**config.mk**
```make
export PLATFORM = sky130hd
export DESIGN_NAME = sdspi_cmd_responder_flat
export DESIGN_NICKNAME = d
export VERILOG_FILES = /design/src/rtl/sdspi_cmd_responder_pkg.sv /design/src/rtl/sdspi_cmd_responder_if.sv /design/src/rtl/sdspi_crc7_byte.sv /design/src/rtl/sdspi_cmd_responder.sv /design/src/flat_wrapper.sv
export SDC_FILE = /design/constraint.sdc
export NUM_CORES = 1
export LEC_CHECK = 0
export BUFFER_PORTS_ARGS = -buffer_cell sky130_fd_sc_hd__buf_2
export CORE_MARGIN = 5
export CORE_UTILIZATION = 59
export CTS_CLUSTER_DIAMETER = 100
export CTS_CLUSTER_SIZE = 20
export DETAILED_ROUTE_END_ITERATION = 7
export PLACE_DENSITY = 0.87
export SLEW_MARGIN = 20
export SYNTH_ARGS = -nofsm -noshare
export SYNTH_HDL_FRONTEND = slang
export SYNTH_HIERARCHICAL = 1
export SYNTH_SLANG_ARGS = --single-unit
export TNS_END_PERCENT = 50
```
**constraint.sdc**
```tcl
create_clock -name i_clk -period 7.1 [get_ports i_clk]
set_input_delay 1.42 -clock i_clk [delete_from_list [all_inputs] [get_ports i_clk]]
set_output_delay 1.42 -clock i_clk [all_outputs]
set_load 0.005 [all_outputs]
```
**src/rtl/sdspi_cmd_responder_pkg.sv**
```systemverilog
`default_nettype none
// ============================================================================
// Module : sdspi_cmd_responder_pkg
// Desc   : Shared types and constants for the card-side SD SPI command
//          responder and the reusable byte-wide CRC7 engine.
// Rev    : 1.0 - initial release
// ============================================================================
package sdspi_cmd_responder_pkg;

  typedef enum logic [2:0] {
    ST_IDLE = 3'd0,
    ST_ARG  = 3'd1,
    ST_CRC  = 3'd2,
    ST_WAIT = 3'd3,
    ST_R1   = 3'd4,
    ST_DATA = 3'd5,
    ST_BUSY = 3'd6
  } state_e;

  // x^7 + x^3 + 1
  localparam logic [6:0] CRC7_POLY   = 7'h09;

  // Response type codes; any code with bit 1 set carries a 32-bit payload
  localparam logic [1:0] RSP_R1      = 2'b00;
  localparam logic [1:0] RSP_R1B     = 2'b01;
  localparam int         RSP_DATA_BIT = 1;

  localparam logic [7:0] R1_CRC_ERR  = 8'h08;
  localparam logic [1:0] FRAME_START = 2'b01;
  localparam logic [7:0] FILL_BYTE   = 8'hFF;
  localparam logic [7:0] BUSY_BYTE   = 8'h00;

  // Folds one byte, MSB first, into a running CRC7
  function automatic logic [6:0] crc7_byte(input logic [6:0] crc, input logic [7:0] data);
    logic [6:0] c;
    logic       fb;
    c = crc;
    for (int i = 7; i >= 0; i--) begin
      fb = c[6] ^ data[i];
      c  = {c[5:0], 1'b0} ^ (fb ? CRC7_POLY : 7'h00);
    end
    return c;
  endfunction

endpackage
`default_nettype wire

```
**src/rtl/sdspi_cmd_responder_if.sv**
```systemverilog
`default_nettype none
// ============================================================================
// Module : sdspi_cmd_responder_if
// Desc   : Byte link, command hand-off and response bundle between the
//          responder (slave side) and its lower level / card handler.
// Rev    : 1.0 - initial release
// ============================================================================
interface sdspi_cmd_responder_if;
  logic        i_ll_stb;
  logic [7:0]  i_ll_byte;
  logic [7:0]  o_ll_byte;
  logic        o_cmd_stb;
  logic [5:0]  o_cmd;
  logic [31:0] o_cmd_arg;
  logic        o_cmd_crc_err;
  logic        i_rsp_valid;
  logic [1:0]  i_rsp_type;
  logic [7:0]  i_rsp_r1;
  logic [31:0] i_rsp_data;
  logic        i_busy_hold;
  logic        o_busy;

  modport slave (
    input  i_ll_stb, i_ll_byte, i_rsp_valid, i_rsp_type, i_rsp_r1, i_rsp_data, i_busy_hold,
    output o_ll_byte, o_cmd_stb, o_cmd, o_cmd_arg, o_cmd_crc_err, o_busy
  );

  modport master (
    output i_ll_stb, i_ll_byte, i_rsp_valid, i_rsp_type, i_rsp_r1, i_rsp_data, i_busy_hold,
    input  o_ll_byte, o_cmd_stb, o_cmd, o_cmd_arg, o_cmd_crc_err, o_busy
  );
endinterface
`default_nettype wire

```
**src/rtl/sdspi_crc7_byte.sv**
```systemverilog
`default_nettype none
// ============================================================================
// Module : sdspi_crc7_byte
// Desc   : Registered byte-wide CRC7 accumulator. With i_en the byte is folded
//          in; i_clear together with i_en restarts from a zero seed, i_clear
//          alone just zeroes the register.
// Rev    : 1.0 - initial release
// ============================================================================
module sdspi_crc7_byte
  import sdspi_cmd_responder_pkg::*;
(
  input  logic       i_clk,
  input  logic       i_reset,
  input  logic       i_clear,
  input  logic       i_en,
  input  logic [7:0] i_byte,
  output logic [6:0] o_crc
);

  logic [6:0] crc_q;

  // Accumulate CRC over enabled bytes, seeding from zero on clear
  always_ff @(posedge i_clk) begin
    if (i_reset)      crc_q <= 7'h00;
    else if (i_en)    crc_q <= crc7_byte(i_clear ? 7'h00 : crc_q, i_byte);
    else if (i_clear) crc_q <= 7'h00;
  end

  assign o_crc = crc_q;

endmodule
`default_nettype wire

```
**src/rtl/sdspi_cmd_responder.sv**
```systemverilog
`default_nettype none
// ============================================================================
// Module : sdspi_cmd_responder
// Desc   : Card-side SD SPI command framer and response serialiser. Frames
//          6-byte commands, checks CRC7, hands {cmd,arg} to the handler and
//          plays back R1/R1b/R3/R7 with Ncr filler and busy bytes.
// Rev    : 1.0 - initial release
// ============================================================================
module sdspi_cmd_responder
  import sdspi_cmd_responder_pkg::*;
#(
  parameter int unsigned NCR     = 1,
  parameter bit          OPT_CRC = 1'b1
)(
  input  logic                  i_clk,
  input  logic                  i_reset,
  sdspi_cmd_responder_if.slave  bus
);

  state_e      state_q, state_d;
  logic [2:0]  cnt_q, cnt_d;
  logic [3:0]  ncr_q, ncr_d;
  logic        rsp_have_q, rsp_have_d;
  logic [1:0]  rsp_type_q, rsp_type_d;
  logic [7:0]  rsp_r1_q, rsp_r1_d;
  logic [31:0] rsp_data_q, rsp_data_d;
  logic [7:0]  ll_byte_q, ll_byte_d;
  logic        cmd_stb_q, cmd_stb_d;
  logic [5:0]  cmd_q, cmd_d;
  logic [31:0] arg_q, arg_d;
  logic        crc_err_q, crc_err_d;
  logic        busy_q;

  logic [6:0]  crc7;
  logic        frame_start;
  logic        crc_bad;
  logic        rsp_ready;
  logic        r1_due;

  assign frame_start = (bus.i_ll_byte[7:6] == FRAME_START);
  assign crc_bad     = OPT_CRC && (bus.i_ll_byte != {crc7, 1'b1});
  // A response arriving in the same cycle as the deciding stb still counts
  assign rsp_ready   = rsp_have_q || bus.i_rsp_valid;
  assign r1_due      = (ncr_q <= 4'd1) && rsp_ready;

  sdspi_crc7_byte u_crc7 (
    .i_clk   (i_clk),
    .i_reset (i_reset),
    .i_clear (state_q == ST_IDLE),
    .i_en    (bus.i_ll_stb && (((state_q == ST_IDLE) && frame_start) || (state_q == ST_ARG))),
    .i_byte  (bus.i_ll_byte),
    .o_crc   (crc7)
  );

  // State and datapath registers
  always_ff @(posedge i_clk) begin
    if (i_reset) begin
      state_q    <= ST_IDLE;
      cnt_q      <= 3'd0;
      ncr_q      <= 4'd0;
      rsp_have_q <= 1'b0;
      rsp_type_q <= RSP_R1;
      rsp_r1_q   <= 8'h00;
      rsp_data_q <= 32'h0;
      ll_byte_q  <= FILL_BYTE;
      cmd_stb_q  <= 1'b0;
      cmd_q      <= 6'd0;
      arg_q      <= 32'h0;
      crc_err_q  <= 1'b0;
      busy_q     <= 1'b0;
    end else begin
      state_q    <= state_d;
      cnt_q      <= cnt_d;
      ncr_q      <= ncr_d;
      rsp_have_q <= rsp_have_d;
      rsp_type_q <= rsp_type_d;
      rsp_r1_q   <= rsp_r1_d;
      rsp_data_q <= rsp_data_d;
      ll_byte_q  <= ll_byte_d;
      cmd_stb_q  <= cmd_stb_d;
      cmd_q      <= cmd_d;
      arg_q      <= arg_d;
      crc_err_q  <= crc_err_d;
      busy_q     <= (state_d != ST_IDLE);
    end
  end

  // Next-state decode; every move waits for a byte strobe
  always_comb begin
    state_d = state_q;
    if (bus.i_ll_stb) begin
      case (state_q)
        ST_IDLE: if (frame_start) state_d = ST_ARG;
        ST_ARG:  if (cnt_q == 3'd1) state_d = ST_CRC;
        ST_CRC:  state_d = ST_WAIT;
        ST_WAIT: if (r1_due) state_d = ST_R1;
        ST_R1: begin
          if (rsp_type_q[RSP_DATA_BIT])                     state_d = ST_DATA;
          else if ((rsp_type_q == RSP_R1B) && bus.i_busy_hold) state_d = ST_BUSY;
          else                                               state_d = ST_IDLE;
        end
        ST_DATA: if (cnt_q == 3'd0) state_d = ST_IDLE;
        ST_BUSY: if (!bus.i_busy_hold) state_d = ST_IDLE;
        default: state_d = ST_IDLE;
      endcase
    end
  end

  // Output and datapath next values
  always_comb begin
    cnt_d      = cnt_q;
    ncr_d      = ncr_q;
    rsp_have_d = rsp_have_q;
    rsp_type_d = rsp_type_q;
    rsp_r1_d   = rsp_r1_q;
    rsp_data_d = rsp_data_q;
    ll_byte_d  = ll_byte_q;
    cmd_stb_d  = 1'b0;
    cmd_d      = cmd_q;
    arg_d      = arg_q;
    crc_err_d  = crc_err_q;

    // Handler response is captured once per command, strobe or not
    if ((state_q == ST_WAIT) && !rsp_have_q && bus.i_rsp_valid) begin
      rsp_have_d = 1'b1;
      rsp_type_d = bus.i_rsp_type;
      rsp_r1_d   = bus.i_rsp_r1;
      rsp_data_d = bus.i_rsp_data;
    end

    if (bus.i_ll_stb) begin
      case (state_q)
        ST_IDLE: begin
          if (frame_start) begin
            cmd_d = bus.i_ll_byte[5:0];
            cnt_d = 3'd4;
          end
        end
        ST_ARG: begin
          arg_d = {arg_q[23:0], bus.i_ll_byte};
          cnt_d = cnt_q - 3'd1;
        end
        ST_CRC: begin
          ll_byte_d  = FILL_BYTE;
          ncr_d      = 4'(NCR);
          cmd_stb_d  = !crc_bad;
          crc_err_d  = crc_bad;
          // A corrupted command is answered locally and never reaches the handler
          rsp_have_d = crc_bad;
          rsp_type_d = RSP_R1;
          rsp_r1_d   = R1_CRC_ERR;
        end
        ST_WAIT: begin
          if (ncr_q != 4'd0) ncr_d = ncr_q - 4'd1;
          if (r1_due) ll_byte_d = rsp_have_q ? rsp_r1_q : bus.i_rsp_r1;
        end
        ST_R1: begin
          if (rsp_type_q[RSP_DATA_BIT]) begin
            ll_byte_d  = rsp_data_q[31:24];
            rsp_data_d = {rsp_data_q[23:0], 8'h00};
            cnt_d      = 3'd3;
          end else if ((rsp_type_q == RSP_R1B) && bus.i_busy_hold) begin
            ll_byte_d = BUSY_BYTE;
          end else begin
            ll_byte_d = FILL_BYTE;
          end
        end
        ST_DATA: begin
          if (cnt_q != 3'd0) begin
            ll_byte_d  = rsp_data_q[31:24];
            rsp_data_d = {rsp_data_q[23:0], 8'h00};
            cnt_d      = cnt_q - 3'd1;
          end else begin
            ll_byte_d = FILL_BYTE;
          end
        end
        ST_BUSY: ll_byte_d = bus.i_busy_hold ? BUSY_BYTE : FILL_BYTE;
        default: ll_byte_d = FILL_BYTE;
      endcase
    end
  end

  assign bus.o_ll_byte     = ll_byte_q;
  assign bus.o_cmd_stb     = cmd_stb_q;
  assign bus.o_cmd         = cmd_q;
  assign bus.o_cmd_arg     = arg_q;
  assign bus.o_cmd_crc_err = crc_err_q;
  assign bus.o_busy        = busy_q;

endmodule
`default_nettype wire

```
**src/flat_wrapper.sv**
```systemverilog
// flat-port wrapper written by rule: the top's interface ports become plain ports
module sdspi_cmd_responder_flat import sdspi_cmd_responder_pkg::*;
#(
  parameter int unsigned NCR     = 1,
  parameter bit          OPT_CRC = 1'b1
)
  (i_clk, i_reset, bus_i_ll_stb, bus_i_ll_byte, bus_i_rsp_valid, bus_i_rsp_type, bus_i_rsp_r1, bus_i_rsp_data, bus_i_busy_hold, bus_o_ll_byte, bus_o_cmd_stb, bus_o_cmd, bus_o_cmd_arg, bus_o_cmd_crc_err, bus_o_busy);
  sdspi_cmd_responder_if bus_i ();
  input  logic i_clk;
  input  logic i_reset;
  input wire logic [$bits(bus_i.i_ll_stb)-1:0] bus_i_ll_stb;
  input wire logic [$bits(bus_i.i_ll_byte)-1:0] bus_i_ll_byte;
  input wire logic [$bits(bus_i.i_rsp_valid)-1:0] bus_i_rsp_valid;
  input wire logic [$bits(bus_i.i_rsp_type)-1:0] bus_i_rsp_type;
  input wire logic [$bits(bus_i.i_rsp_r1)-1:0] bus_i_rsp_r1;
  input wire logic [$bits(bus_i.i_rsp_data)-1:0] bus_i_rsp_data;
  input wire logic [$bits(bus_i.i_busy_hold)-1:0] bus_i_busy_hold;
  output wire logic [$bits(bus_i.o_ll_byte)-1:0] bus_o_ll_byte;
  output wire logic [$bits(bus_i.o_cmd_stb)-1:0] bus_o_cmd_stb;
  output wire logic [$bits(bus_i.o_cmd)-1:0] bus_o_cmd;
  output wire logic [$bits(bus_i.o_cmd_arg)-1:0] bus_o_cmd_arg;
  output wire logic [$bits(bus_i.o_cmd_crc_err)-1:0] bus_o_cmd_crc_err;
  output wire logic [$bits(bus_i.o_busy)-1:0] bus_o_busy;
  assign bus_i.i_ll_stb = bus_i_ll_stb;
  assign bus_i.i_ll_byte = bus_i_ll_byte;
  assign bus_i.i_rsp_valid = bus_i_rsp_valid;
  assign bus_i.i_rsp_type = bus_i_rsp_type;
  assign bus_i.i_rsp_r1 = bus_i_rsp_r1;
  assign bus_i.i_rsp_data = bus_i_rsp_data;
  assign bus_i.i_busy_hold = bus_i_busy_hold;
  assign bus_o_ll_byte = bus_i.o_ll_byte;
  assign bus_o_cmd_stb = bus_i.o_cmd_stb;
  assign bus_o_cmd = bus_i.o_cmd;
  assign bus_o_cmd_arg = bus_i.o_cmd_arg;
  assign bus_o_cmd_crc_err = bus_i.o_cmd_crc_err;
  assign bus_o_busy = bus_i.o_busy;
  sdspi_cmd_responder #(.NCR(NCR), .OPT_CRC(OPT_CRC)) u_core (.i_clk(i_clk), .i_reset(i_reset), .bus(bus_i));
endmodule
```
# [Word level (Yosys, flattened, before mapping)]
# Cells that the tools add are included.
# Widths: inputs -> output; s select.
[op_classes] n_div=0 mux=46 n_lt_le_gt_ge=1 mul=0 shifts=0 n_reduce_logical=25 n_bitwise=19 n_eq_ne=15 n_addsub=2
[op_table] op="$mux 32" count=4
[op_table] op="$mux 8" count=9
[op_table] op="$pmux 32 s2" count=1
[op_table] op="$xor 7x4->7" count=8
[op_table] op="$pmux 8 s5" count=1
[op_table] op="$mux 4" count=9
[op_table] op="$mux 3" count=11
[op_table] op="$pmux 3 s7" count=1
[op_table] op="$mux 7" count=2
[op_table] op="$pmux 3 s4" count=1
[op_table] op="$eq 3x3->1 const B" count=3
[op_table] op="$reduce_and 3->1" count=3
[op_table] op="$ne 2x1->1 const B" count=4
[op_table] op="$ne 8x8->1" count=1
[op_table] op="$pmux 4 s2" count=1
[op_table] op="$reduce_bool 4->1" count=2
[op_table] op="$xor 1x1->1" count=8
[op_table] op="$eq 3x1->1 const B" count=2
[op_table] op="$eq 3x2->1 const B" count=2
[op_table] op="$logic_and 1x1->1" count=6
[op_table] op="$logic_not 3->1" count=2
[op_table] op="$mux 2" count=3
[op_table] op="$reduce_bool 3->1" count=2
[op_table] op="$reduce_and 5->1" count=1
[op_table] op="13 further kinds" count=21
[word_totals] register_bits=109 latchBits=0 mem_bits_ro=0 elab_cells=122 memories=0 output_inout_bits=49 ramBits=0

# [Depth between registers and ports, before layout]
[depth] word_depth=27 ltp_mapped=10

# [Modules after synthesis]
# The synthesis kept the hierarchy.
[modules_own_cells] mod="sdspi_cmd_responder" area_each_um2=4690.7 cells_each=559 instances=1
[modules_own_cells] mod="sdspi_crc7_byte" area_each_um2=551.8 cells_each=59 instances=1

# [Least setup slack after synthesis]
# Ideal clock, no wire load.
[synth_path] path_type="input to register" start="in bus_i_ll_byte[7]" end="reg u_core.u_crc7.crc_q[3], in the netlist u_core/u_crc7/o_crc[3]" path_slack_ns=3.922 setup_ns=0.095 arrival_ns=3.083 required_ns=7.005 path_stages=8 path_cell_list="nand2b_1 -> nor4_4 -> nand2_1 -> nand2_1 -> clkbuf_2 -> or2b_1 -> a2111o_1 -> o311ai_1"
[synth_between] elab_chain_cells=13 elab_cells_between_ends=19
[synth_lines] element="from (decl)" line_no="flat_wrapper.sv:12" text="input wire logic [$bits(bus_i.i_ll_byte)-1:0] bus_i_ll_byte;"
[synth_lines] element="$xor 1x1->1" line_no="sdspi_cmd_responder_pkg.sv:39" text="fb = c[6] ^ data[i];"
[synth_lines] element="$mux 4" line_no="sdspi_cmd_responder_pkg.sv:40" text="c = {c[5:0], 1'b0} ^ (fb ? CRC7_POLY : 7'h00);"
[synth_lines] element="$xor 7x4->7 (4 in a row)" line_no="sdspi_cmd_responder_pkg.sv:40"
[synth_lines] element="$xor 1x1->1 / $xor 7x4->7 (equally long branches)" line_no="sdspi_cmd_responder_pkg.sv:39, sdspi_cmd_responder_pkg.sv:40"
[synth_lines] element="$mux 4 / $xor 7x4->7 (equally long branches)" line_no="sdspi_cmd_responder_pkg.sv:40"
[synth_lines] element="$xor 7x4->7" line_no="sdspi_cmd_responder_pkg.sv:40"
[synth_lines] element="$xor 7x4->7 / $xor 1x1->1 (equally long branches)" line_no="sdspi_cmd_responder_pkg.sv:40, sdspi_cmd_responder_pkg.sv:39"
[synth_lines] element="$xor 7x4->7 / $mux 4 (equally long branches)" line_no="sdspi_cmd_responder_pkg.sv:40"
[synth_lines] element="$xor 7x4->7" line_no="sdspi_cmd_responder_pkg.sv:40"
[synth_lines] element="$mux 7 (*)" line_no="sdspi_crc7_byte.sv:25" text="else if (i_en) crc_q <= crc7_byte(i_clear ? 7'h00 : crc_q, i_byte);"
[synth_lines] element="to (signal assigned)" line_no="sdspi_crc7_byte.sv:25"
[synth_lines] element="to (decl)" line_no="sdspi_crc7_byte.sv:20" text="logic [6:0] crc_q;"
# Every way passes the cells marked *; elsewhere a longest branch is shown, timed or not.
# A chain may end at the register's enable or synchronous reset.

# [Worst setup path after layout]
[layout_path] start="in bus_i_ll_stb" end="reg u_core.u_crc7.crc_q[3], in the netlist u_core/u_crc7/o_crc[3]"
[layout_between] elab_chain_cells=2
[layout_lines] element="from (decl)" line_no="flat_wrapper.sv:11" text="input wire logic [$bits(bus_i.i_ll_stb)-1:0] bus_i_ll_stb;"
[layout_lines] element="$logic_and 1x1->1" line_no="sdspi_cmd_responder.sv:50" text=".i_en (bus.i_ll_stb && (((state_q == ST_IDLE) && frame_start) || (state_q == ST_ARG))),"
[layout_lines] element="$mux 7" line_no="sdspi_crc7_byte.sv:25"
# No other way between the ends.

==> summary.md <==
| Metric | Value |
|---|---|
| Most frequent cells in the layout | `165 x nand2_1, 109 x dfxtp_1, 103 x buf_2` |
| Clk_skew | `0.00890 ns` |
| Initial antenna violation count | `0` |
| Worst Path Required | `7.39 ns` |
| Clk_lat worst skew | `0.37 ns` |
| IO Pins | `104` |
| Tot GR Track Use | `21.7%` |
| Number of synthesized flops with an enable pin | `0` |
| Post-cts resize count | `0` |
| Slew Limit Fails | `0` |
| Sequential power share | `a little under three fifths` |
| P_leak | `2.21 nW` |
| Hold path cells | `2` |
| Yosys cell types | `64` |
| Die area | `0.0109 mm^2` |
| GPL Wtd Cong | `0.854` |
| Pre-CTS setup slack | `between 3 and 4 ns` |
| Final non-filler cell total | `slightly above 800` |
| Syn Nets | `between 600 and 700` |
| Top FF cell, synth | `dfxtp_1` |
| CP Launch Type | `primary input` |
| Average wire per standard cell | `14.9 um` |
| CP max FO | `33` |
| TNS Setup | `0 ns` |
| CTS tree | `done` |
| Status | `completed` |
| Post-DP HPWL | `8.62 mm` |
| Kind of critical path | `primary input to flop` |
| DRT Wirelength | `12.0 mm` |
| Final Hold Fails | `0` |
| # fillers | `729` |
| Synth-to-Final Area Change | `12.9%` |
| Diodes inserted | `0` |
| Final net count | `755` |
| Initial core utilization | `roughly three fifths` |
| Slew headroom | `36.4%` |
| F_max | `0.300 GHz` |
| Layout cells sized above 1 | `23.6%` |
| Worst Hold Class | `flop to flop` |
| Vias | `4,593` |
| Initial DRC count | `226` |
| Global route overflow | `0` |
| CTS Hold Bufs | `0` |
| Critical Path Slowest Stage Cell | `or3b_2` |
| DIE WIDTH | `104 um` |
| Sequential Area | `0.00218 mm^2` |
| Synth async-reset ratio | `0%` |
| Slew at the pin closest to its max-slew limit | `0.952 ns` |
| Number of remaining DRC errors | `0` |
| Final period utilization | `46.9%` |
| Int Pwr | `0.000796 W` |
| Core area | `roughly 0.0087 mm^2` |
| Postcts setup bufs | `0` |
| Rows | `34` |
| Clock Path Buffers | `2` |
| Post-synthesis cell count | `slightly above 600` |
| Die H | `104 um` |
| Mapped cell area | `0.00524 mm^2` |
| Dpl cell area | `0.00570 mm^2` |
| Number of global-route vias before repair | `4,445` |
| Crit path capture type | `flop` |
| PortBufs | `103` |
| Multi-input logic area | `0.00281 mm^2` |
| RSZ-0062 raised after global routing | `false` |
| DRT Pass-1 Iters | `5` |
| Crit-path cells | `buf_2 -> or3b_2 -> nand2_1 -> or2b_1 -> a2111o_1 -> o311ai_1` |
| Largest stage delay, worst path | `0.78 ns` |
| Clock share of power | `35.5%` |
| Placed cells | `790` |
| NetSw | `between 0.0002 and 0.0003 W` |
| Num Clock Sinks | `around 110` |
| Final setup violating endpoints | `0` |
| Slack of the critical path | `3.77 ns` |
| Vias per std cell | `5.69` |
| Max Cap Viol | `0` |
| Switching part of the total | `26.9%` |
| Reg clk slew, reported paths | `0.12 ns` |
| Cell Pwr Density | `approximately 180 mW/mm^2` |
| # H-tree levels | `3` |
| Arr. time, crit path | `3.62 ns` |
| Synth Register Bits | `109` |
| Synth Warn # | `6` |
| Largest net degree at the start of global routing | `52` |
| Most common cell after layout, fill and taps aside | `nand2_1` |
| Tmin final | `3.33 ns` |
| First-pass GRT wire length | `20.5 mm` |
| Cts bufs inserted | `9` |
| Root Driver | `clkbuf_8` |
| Final Cell Area | `0.00592 mm^2` |
| Sequential share of the synthesized area | `41.6%` |
| Worst r2r path cells | `6` |
| Syn Area/Cell | `8.48 um^2` |
| Comb pwr share | `7.4%` |
| IR Drop Worst-Case VDD | `0.149 mV` |
| Antenna Nets Post-Route | `0` |
## logic make-up (layout without fill, tap and decap cells)
family	after synthesis	after routing	synth area share [%]
AND/OR/NAND/NOR	274	274	24.0
AO/OA/AOI/OAI	143	143	20.5
buffers and inverters	50	131	5.06
multiplexers	12	12	2.32
flip-flops	109	109	41.6
XOR/XNOR	24	24	5.06
adder cells (fa/ha/maj)	6	6	1.43
## path summary, 6_finish.rpt
kind	slack, ns	end	startpoint
max	3.77	u_core/u_crc7/o_crc[3]	bus_i_ll_stb
min	0.46	u_core/bus.o_cmd_arg[29]	u_core/bus.o_cmd_arg[29]
max reg2reg	4.06	u_core/u_crc7/o_crc[3]	u_core/state_q[0]
min reg2reg	0.46	u_core/bus.o_cmd_arg[29]	u_core/bus.o_cmd_arg[29]
## power by group through the flow
stage	sequential, W	clock, W	combinational [W]
after detailed placement	0.000635	0	0.0000797
after global routing	0.000622	0.000422	0.0000888
after global placement	0.000635	0	0.0000768
final	0.000621	0.000387	0.0000810
after floorplan	0.000633	0	0.0000508
after CTS	0.000621	0.000392	0.0000801
## layer usage
layer,vias up,global-route usage [%],wire (um)
li1,2270,-,-
met1,2160,28.7,5220
met2,159,36.7,5930
met3,4,5.28,834
met4,0,3.15,33
met5,-,0,0
## metrics by stage
| step | hold slack (ns) | utilization, % | power [W] |
|---|---|---|---|
| after floorplan | 0.434 | - | 0.000684 |
| after global placement | 0.440 | 65.6 | 0.000712 |
| after detailed placement | 0.446 | 65.6 | 0.000715 |
| after CTS | 0.463 | 68.0 | 0.00109 |
| after global routing | 0.484 | 68.2 | 0.00113 |
| final | 0.458 | 68.2 | 0.00109 |
## registers in the layout, indices dropped and copies added (netlist names)
register	flops
u_core/bus.o_busy	1
u_core/bus.o_cmd	6
u_core/bus.o_cmd_arg	32
u_core/bus.o_cmd_crc_err	1
u_core/bus.o_cmd_stb	1
u_core/bus.o_ll_byte	8
u_core/cnt_q	3
u_core/ncr_q	4
u_core/rsp_data_q	32
u_core/rsp_have_q	1
u_core/rsp_r1_q	8
u_core/rsp_type_q	2
u_core/state_q	3
u_core/u_crc7/o_crc	7
## critical path, delay by kind of cell
kind,cells,cell delay [ns]
AO/OA/AOI/OAI,2,0.46
buffers and inverters,1,0.30
AND/OR/NAND/NOR,3,1.43
## cell usage after synthesis (all sizes together) (3+ instances only)
library cell,n,area share [%]
nor3b,3,0.74
nor3,4,0.38
xnor3,4,1.7
a311oi,25,6.8
a221oi,5,1.3
nor2,49,3.8
nor4,4,0.76
buf,26,3.3
o22a,8,1.3
inv,7,0.50
mux2i,11,2.1
o21ai,30,2.9
or3,5,0.60
xor2,6,1.0
dfxtp,109,42
xnor2,14,2.3
nand3b,3,0.43
nor2b,7,0.84
clkbuf,17,1.2
a21oi,60,5.7
ha,6,1.4
nand3,9,0.86
nand2,166,12
nand2b,11,1.6
## area by class of cell
class / instances / share of cell area, %
Sequential cell: 109 / 36.9
Clock buffer: 9 / 2.09
Tap cell: 108 / 2.28
Clock inverter: 7 / 1.37
Inverter: 7 / 0.444
Timing Repair Buffer: 108 / 9.41
Multi-Input combinational cell: 459 / 47.5
No activity file was read; power rests on OpenSTA's default activity.
